[src/rtl/fpu_pkg.sv]
// Shared FPU definitions: IEEE-754 single field widths, special constants,
// operand classes and the multiplier front-end helpers.
package fpu_pkg;

  localparam int EXP_W = 8;
  localparam int MAN_W = 23;
  localparam int BIAS  = 127;

  localparam logic [31:0] QNAN     = 32'h7fc0_0000;
  localparam logic [31:0] INF      = 32'h7f80_0000;
  localparam logic [31:0] NEG_INF  = 32'hff80_0000;
  localparam logic [31:0] POS_ZERO = 32'h0000_0000;
  localparam logic [31:0] NEG_ZERO = 32'h8000_0000;

  typedef enum logic [1:0] {
    FC_ZERO = 2'd0,
    FC_NORM = 2'd1,
    FC_INF  = 2'd2,
    FC_NAN  = 2'd3
  } fclass_e;

  // Everything the rounding step needs; exp is a 10-bit two's complement value.
  typedef struct packed {
    logic                sign;
    logic [EXP_W+1:0]    exp;
    logic [2*MAN_W+1:0]  prod;
    fclass_e             cls;
  } mul_t;

  function automatic fclass_e classify(input logic [31:0] x);
    if (x[30:23] == '0)       return FC_ZERO;
    else if (x[30:23] == '1)  return (x[22:0] == '0) ? FC_INF : FC_NAN;
    else                      return FC_NORM;
  endfunction

  function automatic fclass_e mul_class(input fclass_e ca, input fclass_e cb);
    if (ca == FC_NAN || cb == FC_NAN)                                    return FC_NAN;
    else if ((ca == FC_INF && cb == FC_ZERO) || (ca == FC_ZERO && cb == FC_INF)) return FC_NAN;
    else if (ca == FC_INF || cb == FC_INF)                               return FC_INF;
    else if (ca == FC_ZERO || cb == FC_ZERO)                             return FC_ZERO;
    else                                                                 return FC_NORM;
  endfunction

  function automatic mul_t mul_stage(input logic [31:0] a, input logic [31:0] b);
    mul_t m;
    m.sign = a[31] ^ b[31];
    m.exp  = {2'b00, a[30:23]} + {2'b00, b[30:23]} - 10'd127;
    m.prod = {24'd0, 1'b1, a[22:0]} * {24'd0, 1'b1, b[22:0]};
    m.cls  = mul_class(classify(a), classify(b));
    return m;
  endfunction

endpackage

[src/rtl/fmul_round.sv]
// Combinational normalise / round-to-nearest-even / exception step that turns
// the raw significand product into the packed single-precision result.
module fmul_round
  import fpu_pkg::*;
(
  input  mul_t        m,
  output logic [31:0] res
);

  logic                shift;
  logic [22:0]         man;
  logic                guard_b, round_b, sticky_b, up;
  logic [23:0]         man_r;
  logic signed [9:0]   e_n, e_r;

  // NOTE: every variable gets a value before any branch, so no latch is inferred.
  always_comb begin
    res      = POS_ZERO;
    shift    = m.prod[47];
    man      = shift ? m.prod[46:24] : m.prod[45:23];
    guard_b  = shift ? m.prod[23]    : m.prod[22];
    round_b  = shift ? m.prod[22]    : m.prod[21];
    sticky_b = shift ? |m.prod[21:0] : |m.prod[20:0];
    e_n      = $signed(m.exp) + $signed({9'd0, shift});
    up       = guard_b & (round_b | sticky_b | man[0]);
    man_r    = {1'b0, man} + {23'd0, up};
    // A carry out leaves man_r[22:0] at zero, which is already the renormalised mantissa.
    e_r      = e_n + $signed({9'd0, man_r[23]});

    case (m.cls)
      FC_NAN:  res = QNAN;
      FC_INF:  res = m.sign ? NEG_INF : INF;
      FC_ZERO: res = m.sign ? NEG_ZERO : POS_ZERO;
      default: begin
        if (e_r >= 10'sd255)     res = m.sign ? NEG_INF : INF;
        else if (e_r <= 10'sd0)  res = m.sign ? NEG_ZERO : POS_ZERO;
        else                     res = {m.sign, e_r[7:0], man_r[22:0]};
      end
    endcase
  end

endmodule

[src/rtl/fmul_pipe.sv]
// Stallable, flushable single-precision multiplier with LATENCY register stages
// and a valid/tag sideband that moves in lockstep with the data.
module fmul_pipe
  import fpu_pkg::*;
#(
  parameter int LATENCY = 2,
  parameter int TAG_W   = 5
) (
  input  logic             clk,
  input  logic             rst_n,
  input  logic             en,
  input  logic             flush,
  input  logic             valid_in,
  input  logic [31:0]      a,
  input  logic [31:0]      b,
  input  logic [TAG_W-1:0] tag_in,
  output logic             valid_out,
  output logic [31:0]      s,
  output logic [TAG_W-1:0] tag_out
);

  mul_t             mul_d;
  logic [31:0]      res_d;
  logic             valid_q [LATENCY];
  logic [TAG_W-1:0] tag_q   [LATENCY];

  assign mul_d = mul_stage(a, b);

  // NOTE: state uses non-blocking assignments so every stage samples pre-edge values.
  always_ff @(posedge clk) begin
    if (!rst_n) begin
      for (int i = 0; i < LATENCY; i++) begin
        valid_q[i] <= 1'b0;
        tag_q[i]   <= '0;
      end
    end else begin
      if (en) begin
        valid_q[0] <= valid_in;
        tag_q[0]   <= tag_in;
        for (int i = 1; i < LATENCY; i++) begin
          valid_q[i] <= valid_q[i-1];
          tag_q[i]   <= tag_q[i-1];
        end
      end
      // Flush overrides the stall and also kills the slot loading this edge.
      if (flush) begin
        for (int i = 0; i < LATENCY; i++) valid_q[i] <= 1'b0;
      end
    end
  end

  assign valid_out = valid_q[LATENCY-1];
  assign tag_out   = tag_q[LATENCY-1];

  if (LATENCY == 1) begin : g_lat1
    logic [31:0] res_q;

    fmul_round u_round (.m(mul_d), .res(res_d));

    always_ff @(posedge clk) begin
      if (!rst_n)   res_q <= POS_ZERO;
      else if (en)  res_q <= res_d;
    end

    assign s = res_q;
  end else begin : g_latn
    mul_t        mul_q;
    logic [31:0] res_q [LATENCY-1];

    fmul_round u_round (.m(mul_q), .res(res_d));

    // NOTE: the data stages are cleared on reset too, so s reads 0 straight after it.
    always_ff @(posedge clk) begin
      if (!rst_n) begin
        mul_q <= '0;
        for (int i = 0; i < LATENCY-1; i++) res_q[i] <= POS_ZERO;
      end else if (en) begin
        mul_q    <= mul_d;
        res_q[0] <= res_d;
        for (int i = 1; i < LATENCY-1; i++) res_q[i] <= res_q[i-1];
      end
    end

    assign s = res_q[LATENCY-2];
  end

endmodule

[config.mk]
export PLATFORM = sky130hd
export DESIGN_NAME = fmul_pipe
export DESIGN_NICKNAME = d
export VERILOG_FILES = /design/src/rtl/fpu_pkg.sv /design/src/rtl/fmul_round.sv /design/src/rtl/fmul_pipe.sv
export SDC_FILE = /design/constraint.sdc
export NUM_CORES = 2
export LEC_CHECK = 0
export ABC_CLOCK_PERIOD_IN_PS = 7080
export BUFFER_PORTS_ARGS = -buffer_cell sky130_fd_sc_hd__buf_4
export CAP_MARGIN = 20
export CORE_AREA = 2 2 170 256
export CTS_CLUSTER_SIZE = 25
export DETAILED_ROUTE_END_ITERATION = 7
export DIE_AREA = 0 0 172 258
export GPL_ROUTABILITY_DRIVEN = 1
export PLACE_DENSITY = 0.79
export SETUP_SLACK_MARGIN = 0.1
export SYNTH_ARGS = -nofsm -noshare
export SYNTH_HDL_FRONTEND = slang
export SYNTH_SLANG_ARGS = --single-unit
[constraint.sdc]
create_clock -name clk -period 7.08 [get_ports clk]
set_input_delay 0.708 -clock clk [delete_from_list [all_inputs] [get_ports clk]]
set_output_delay 0.708 -clock clk [all_outputs]
set_load 0.1 [all_outputs]
**Yosys cells after proc, flatten, opt, wreduce, memory -nomap -nowiden**

Memories as Yosys holds them, arrays and structs flattened.
Cells that the tools add are included.
W data, S select, Z words.

- Flip-flop bits (word level): 61
- RAM bits: 44
- Input port bits: 74
- Output and inout bits: 38
- Logic and storage cells: 83
- Memories kept: 3

Memory list:

| name | depth | bits a word | rd ports | clocked after Yosys merged registers in | wr ports | line | source |
|---|---|---|---|---|---|---|---|
| g_latn.res_q | 1 | 32 | 1 | 0 | 1 | fmul_pipe.sv:68 | `logic [31:0] res_q [LATENCY-1];` |
| tag_q | 2 | 5 | 2 | 0 | 2 | fmul_pipe.sv:25 | `logic [TAG_W-1:0] tag_q [LATENCY];` |
| valid_q | 2 | 1 | 2 | 0 | 2 | fmul_pipe.sv:24 | `logic valid_q [LATENCY];` |

- $add $sub $neg: 5
- Multipliers: 1
- $lt $le $gt $ge: 2
- Equality and inequality tests: 8
- Muxes and demuxes: 34
- Bitwise operators: 10
- Reduce and logical (&&, ||, !) cells: 16

Operator list:

| cell | number |
|---|---|
| $mux W32 | 5 |
| $pmux W32 S3 | 1 |
| $mul A24 B24 Y48 | 1 |
| $logic_not A23 Y1 | 2 |
| $reduce_or A32 Y1 | 1 |
| $add A23 B1 Y24 | 1 |
| $mux W23 | 1 |
| $reduce_or A22 Y1 | 1 |
| $reduce_or A21 Y1 | 1 |
| $add A10 B2 Y10 | 2 |
| $mux W1 | 18 |
| $eq A8 B8 Y1 const B | 2 |
| $logic_not A8 Y1 | 2 |
| $mux W2 | 7 |
| $eq A2 B2 Y1 const B | 6 |
| $ge A10 B9 Y1 const B | 1 |
| $le A10 B1 Y1 const B | 1 |
| $mux W5 | 2 |
| $sub A9 B7 Y10 const B | 1 |
| $add A8 B8 Y9 | 1 |
| $or A1 B1 Y1 | 8 |
| $logic_not A2 Y1 | 3 |
| $logic_or A1 B1 Y1 | 4 |
| $logic_and A1 B1 Y1 | 2 |
| other kinds (2) | 2 |

**Longest topological paths before layout**

- Depth in word-level cells: 12
- Gate-level depth with buffers: 26
- Gate-level depth less buffers: 24

**By module**

From an unflattened synthesis, not the netlist that was laid out.

- Cells, all modules: 2800
- Area total of the unflattened synthesis: 24838.8 µm²

Modules (own cells, without submodules):

| module | instances | cells each | area each (µm²) | sequential area each (µm²) |
|---|---|---|---|---|
| fmul_pipe | 1 | 2547 | 23173.5 | 2522.4 |
| fmul_round | 1 | 253 | 1665.3 | 0.0 |

**Worst setup path after synthesis**

OpenSTA, ideal clock, no wires.

- Path type: input port to flip-flop
- Start: input port b[12]
- End: register g_latn.mul_q[47] in the netlist's numbering
- Setup time: 0.117 ns
- Arrival: 7.001 ns
- Required time: 6.963 ns
- Path slack: -0.038 ns
- Stages on the path: 25
- Buffers on the path: 3
- Cell sequence: clkbuf_1 > clkbuf_1 > nand2_1 > fa_1 > inv_1 > fa_1 > inv_1 > fa_1 > fa_1 > inv_1 > fa_1 > fa_1 > inv_1 > fa_1 > inv_1 > ha_1 > buf_2 > a21o_1 > a21o_1 > a21o_1 > a211oi_2 > o211ai_1 > o2111a_1 > or3_1 > a32o_1

- Cells in the longest elaborated chain, start to end: 1

RTL lines:

| what | line | source |
|---|---|---|
| from (decl) | fmul_pipe.sv:15 | `input logic [31:0] b,` |
| $mul A24 B24 Y48 | fpu_pkg.sv:48 | `m.prod = {24'd0, 1'b1, a[22:0]} * {24'd0, 1'b1, b[22:0]};` |
| to (signal assigned) | fmul_pipe.sv:78 | `mul_q <= mul_d;` |
| to (decl) | fmul_pipe.sv:67 | `mul_t mul_q;` |

No other way between the ends.
A chain may end at the register's enable or synchronous reset.

**Worst setup path after layout**

- Start: input port b[1]
- End: register g_latn.mul_q[47] in the netlist's numbering

Same word-level chain as after synthesis.

==> impl_metrics.ini <==
[run_status]
status = completed

[routing]
drt_iter0_drc = 1472
avgViaCountPerCell = 5.613
first_pass_iters = 6
ant_nets = 0
drc = 0
via_count = 19940
totalWireLength_mm = 68.01
wl_per_cell_um = 19.15

[timing]
hold_violations = 0
finalSetupViolCount = 0
setup-tns-final_ps = 0
fin_crit_ps = 6849
fin_ws_ps = 230.7
fin_skew_ps = 6.620
rsz0062_at_grt = yes
max_freq_mhz = 146.0
slew_headroom_pct = 54.10
worst_pin_slew_ps = 681.3
finalCritPeriodShare_pct = 96.74
slew_violations = 0

[clock_network]
clkTransAtPathRegs_ps = 70
insertion_delay_ps = 360
cts_tree = yes
root_buffer = clkbuf_16
h-tree-depth = 3
hold_buffers = 0
numClockSinks = 105
cts_buffer_depth = 2
cts_made_buffers = 9

[placement]
port_buffers = 111
place_ws_ps = -240.5
post_dp_cell_area_um2 = 27380
routabilityCongestion = 1.021
dp.final_hpwl_mm = 57.85

[synthesis]
netlist_top_cells_area = fa_1 (39%), ha_1 (9.7%), inv_1 (9.1%)
synth_area_um2 = 24680
synth_most_common_cell = inv_1
ys.flop_type = dfxtp_1
ys_seq_elements = 105
yosysTopAreaCell = fa_1
ys_types = 83
synth_common_cells = inv_1 (598), fa_1 (484), nand2_1 (334)
syn_inst = 2777
async_flop_share_pct = 0
postSynthAreaPerCell_um2 = 8.886
yosysWarnings = 0
synth_edf_count = 42
yosysSeqAreaShare_pct = 10.22
synth_top_area_share_pct = 39.27
syn-num-nets = 3526

[grt]
grt_pass1_wl_mm = 107.8
track_usage_pct = 31.55
grt.met2_usage_pct = 55.88
grt_pass1_vias = 21290
grt_use_met1_pct = 37.24
grt_remaining_overflow = 0
grt_max_degree = 55
met3_usage_pct = 3.540
antenna_found_initial = 1
busiest_layer = met2

[setup_path]
crit_type = in2reg
crit_fanout = 12
crit_path_cell_trace = buf_4 > buf_4 > buf_4 > and2_1 > fa_1 > inv_1 > fa_1 > inv_1 > fa_1 > ha_1 > fa_1 > fa_1 > inv_1 > fa_1 > inv_1 > ha_1 > a21oi_1 > o211ai_1 > a211o_1 > and3_2 > o2111a_1 > or3_1 > a32o_1
path_buf_inv = 7
cp-end-kind = flip-flop
crit_family = adder cells
cp.arrival_ps = 7110
cpPeakStageDelay_ps = 540
cp_common_cell = fa_1
slowest_stage = fa_1
critPathRequiredTime_ps = 7340
cp-start-kind = primary input

[worst_hold_path]
hp-class = reg2reg

[run]
cap_viol_max_count = 0

[floorplanning]
fp.dieW_um = 172
die_area_um2 = 44380
core_um2 = 42360
start_util_pct = 58.26
die_h_um = 258
ios = 112
num_rows = 93

[finish]
fill_cells = 3479
drive_gt1_share_pct = 14.72
utilization_pct = 66.48
nNetsFinal = 3726
seqCellArea_um2 = 2524
diodes = 0
multi_input_area_um2 = 19440
design_area_um2 = 28160
area_growth_pct = 14.12
## cells in the final DEF, fill, tap and decap left out, types with 10 or more instances in the layout
master / instances
a21o_1: 26
a21oi_1: 70
and2_1: 242
and3_1: 19
buf_12: 17
buf_4: 310
buf_6: 14
clkbuf_16: 11
dfxtp_1: 62
edfxtp_1: 42
fa_1: 475
ha_1: 184
inv_1: 588
mux2i_1: 34
nand2_1: 329
nand2b_1: 12
nand3_1: 25
nand4_1: 29
nor2_1: 94
nor2b_1: 30
nor4_1: 20
o21ai_0: 64
o21bai_1: 10
or3_1: 12
xnor2_1: 32
xor2_1: 23
## worst min-delay path, stage by stage (launching register included)
cell and delay, ps:
dfxtp_1 340, nand2_1 50, o21ai_0 50
## area by class of cell
cell class	instances	share of cell area, %
clock buffers	12	0.9864
flip-flops and latches	105	8.962
well taps	570	2.533
inverters	601	8.038
repair buffers	344	10.23
multi-input cells	1916	69.05
clock inverters	4	0.1999
## metrics by stage
| stage | instances | hold slack, ps |
|---|---|---|
| floorplan | 2777 | 425.4 |
| global placement | 3520 | 437.8 |
| detailed placement | 3520 | 452.5 |
| CTS | 3536 | 468.8 |
| global route | 3552 | 485.2 |
| finish | 3552 | 467.2 |
## path summary, 6_finish.rpt
check	slack [ps]	to	from	cells after the start
setup / recovery	230	g_latn.mul_q[47]	b[1]	23
hold / removal	470	g_latn.mul_q[22]	g_latn.mul_q[22]	2
setup reg to reg	960	g_latn.res_q[0][15]	g_latn.mul_q[49]	19
hold reg to reg	470	g_latn.mul_q[22]	g_latn.mul_q[22]	2
## cells by family after synthesis
kind of cell | after synthesis | synth area share (%)
compound gates | 271 | 7.439
flops | 105 | 10.22
mux | 39 | 1.607
fa+ha+maj | 675 | 48.95
simple gates | 876 | 18.06
xor+xnor | 55 | 1.952
buf+inv | 756 | 11.77
## sequential cells by signal (all words and copies together), names as in the netlist
signal	count
valid_q	2
tag_q	10
g_latn.mul_q	61
g_latn.res_q	32
## what timing repair did
action / CTS / global route
resized for setup: 0 / 76
buffers inserted: 0 / 15
endpoints found under the setup margin: 0 / 20
## layer usage
metal | vias up | share of wire (%)
met5 | - | 0.019
met2 | 918 | 50
met3 | 242 | 6.4
met4 | 2 | 6.9
li1 | 8895 | -
met1 | 9882 | 36
Power is left out: the tool's default activity adds up to more than one toggle a clock period on the data nets, which glitch-free logic cannot reach.
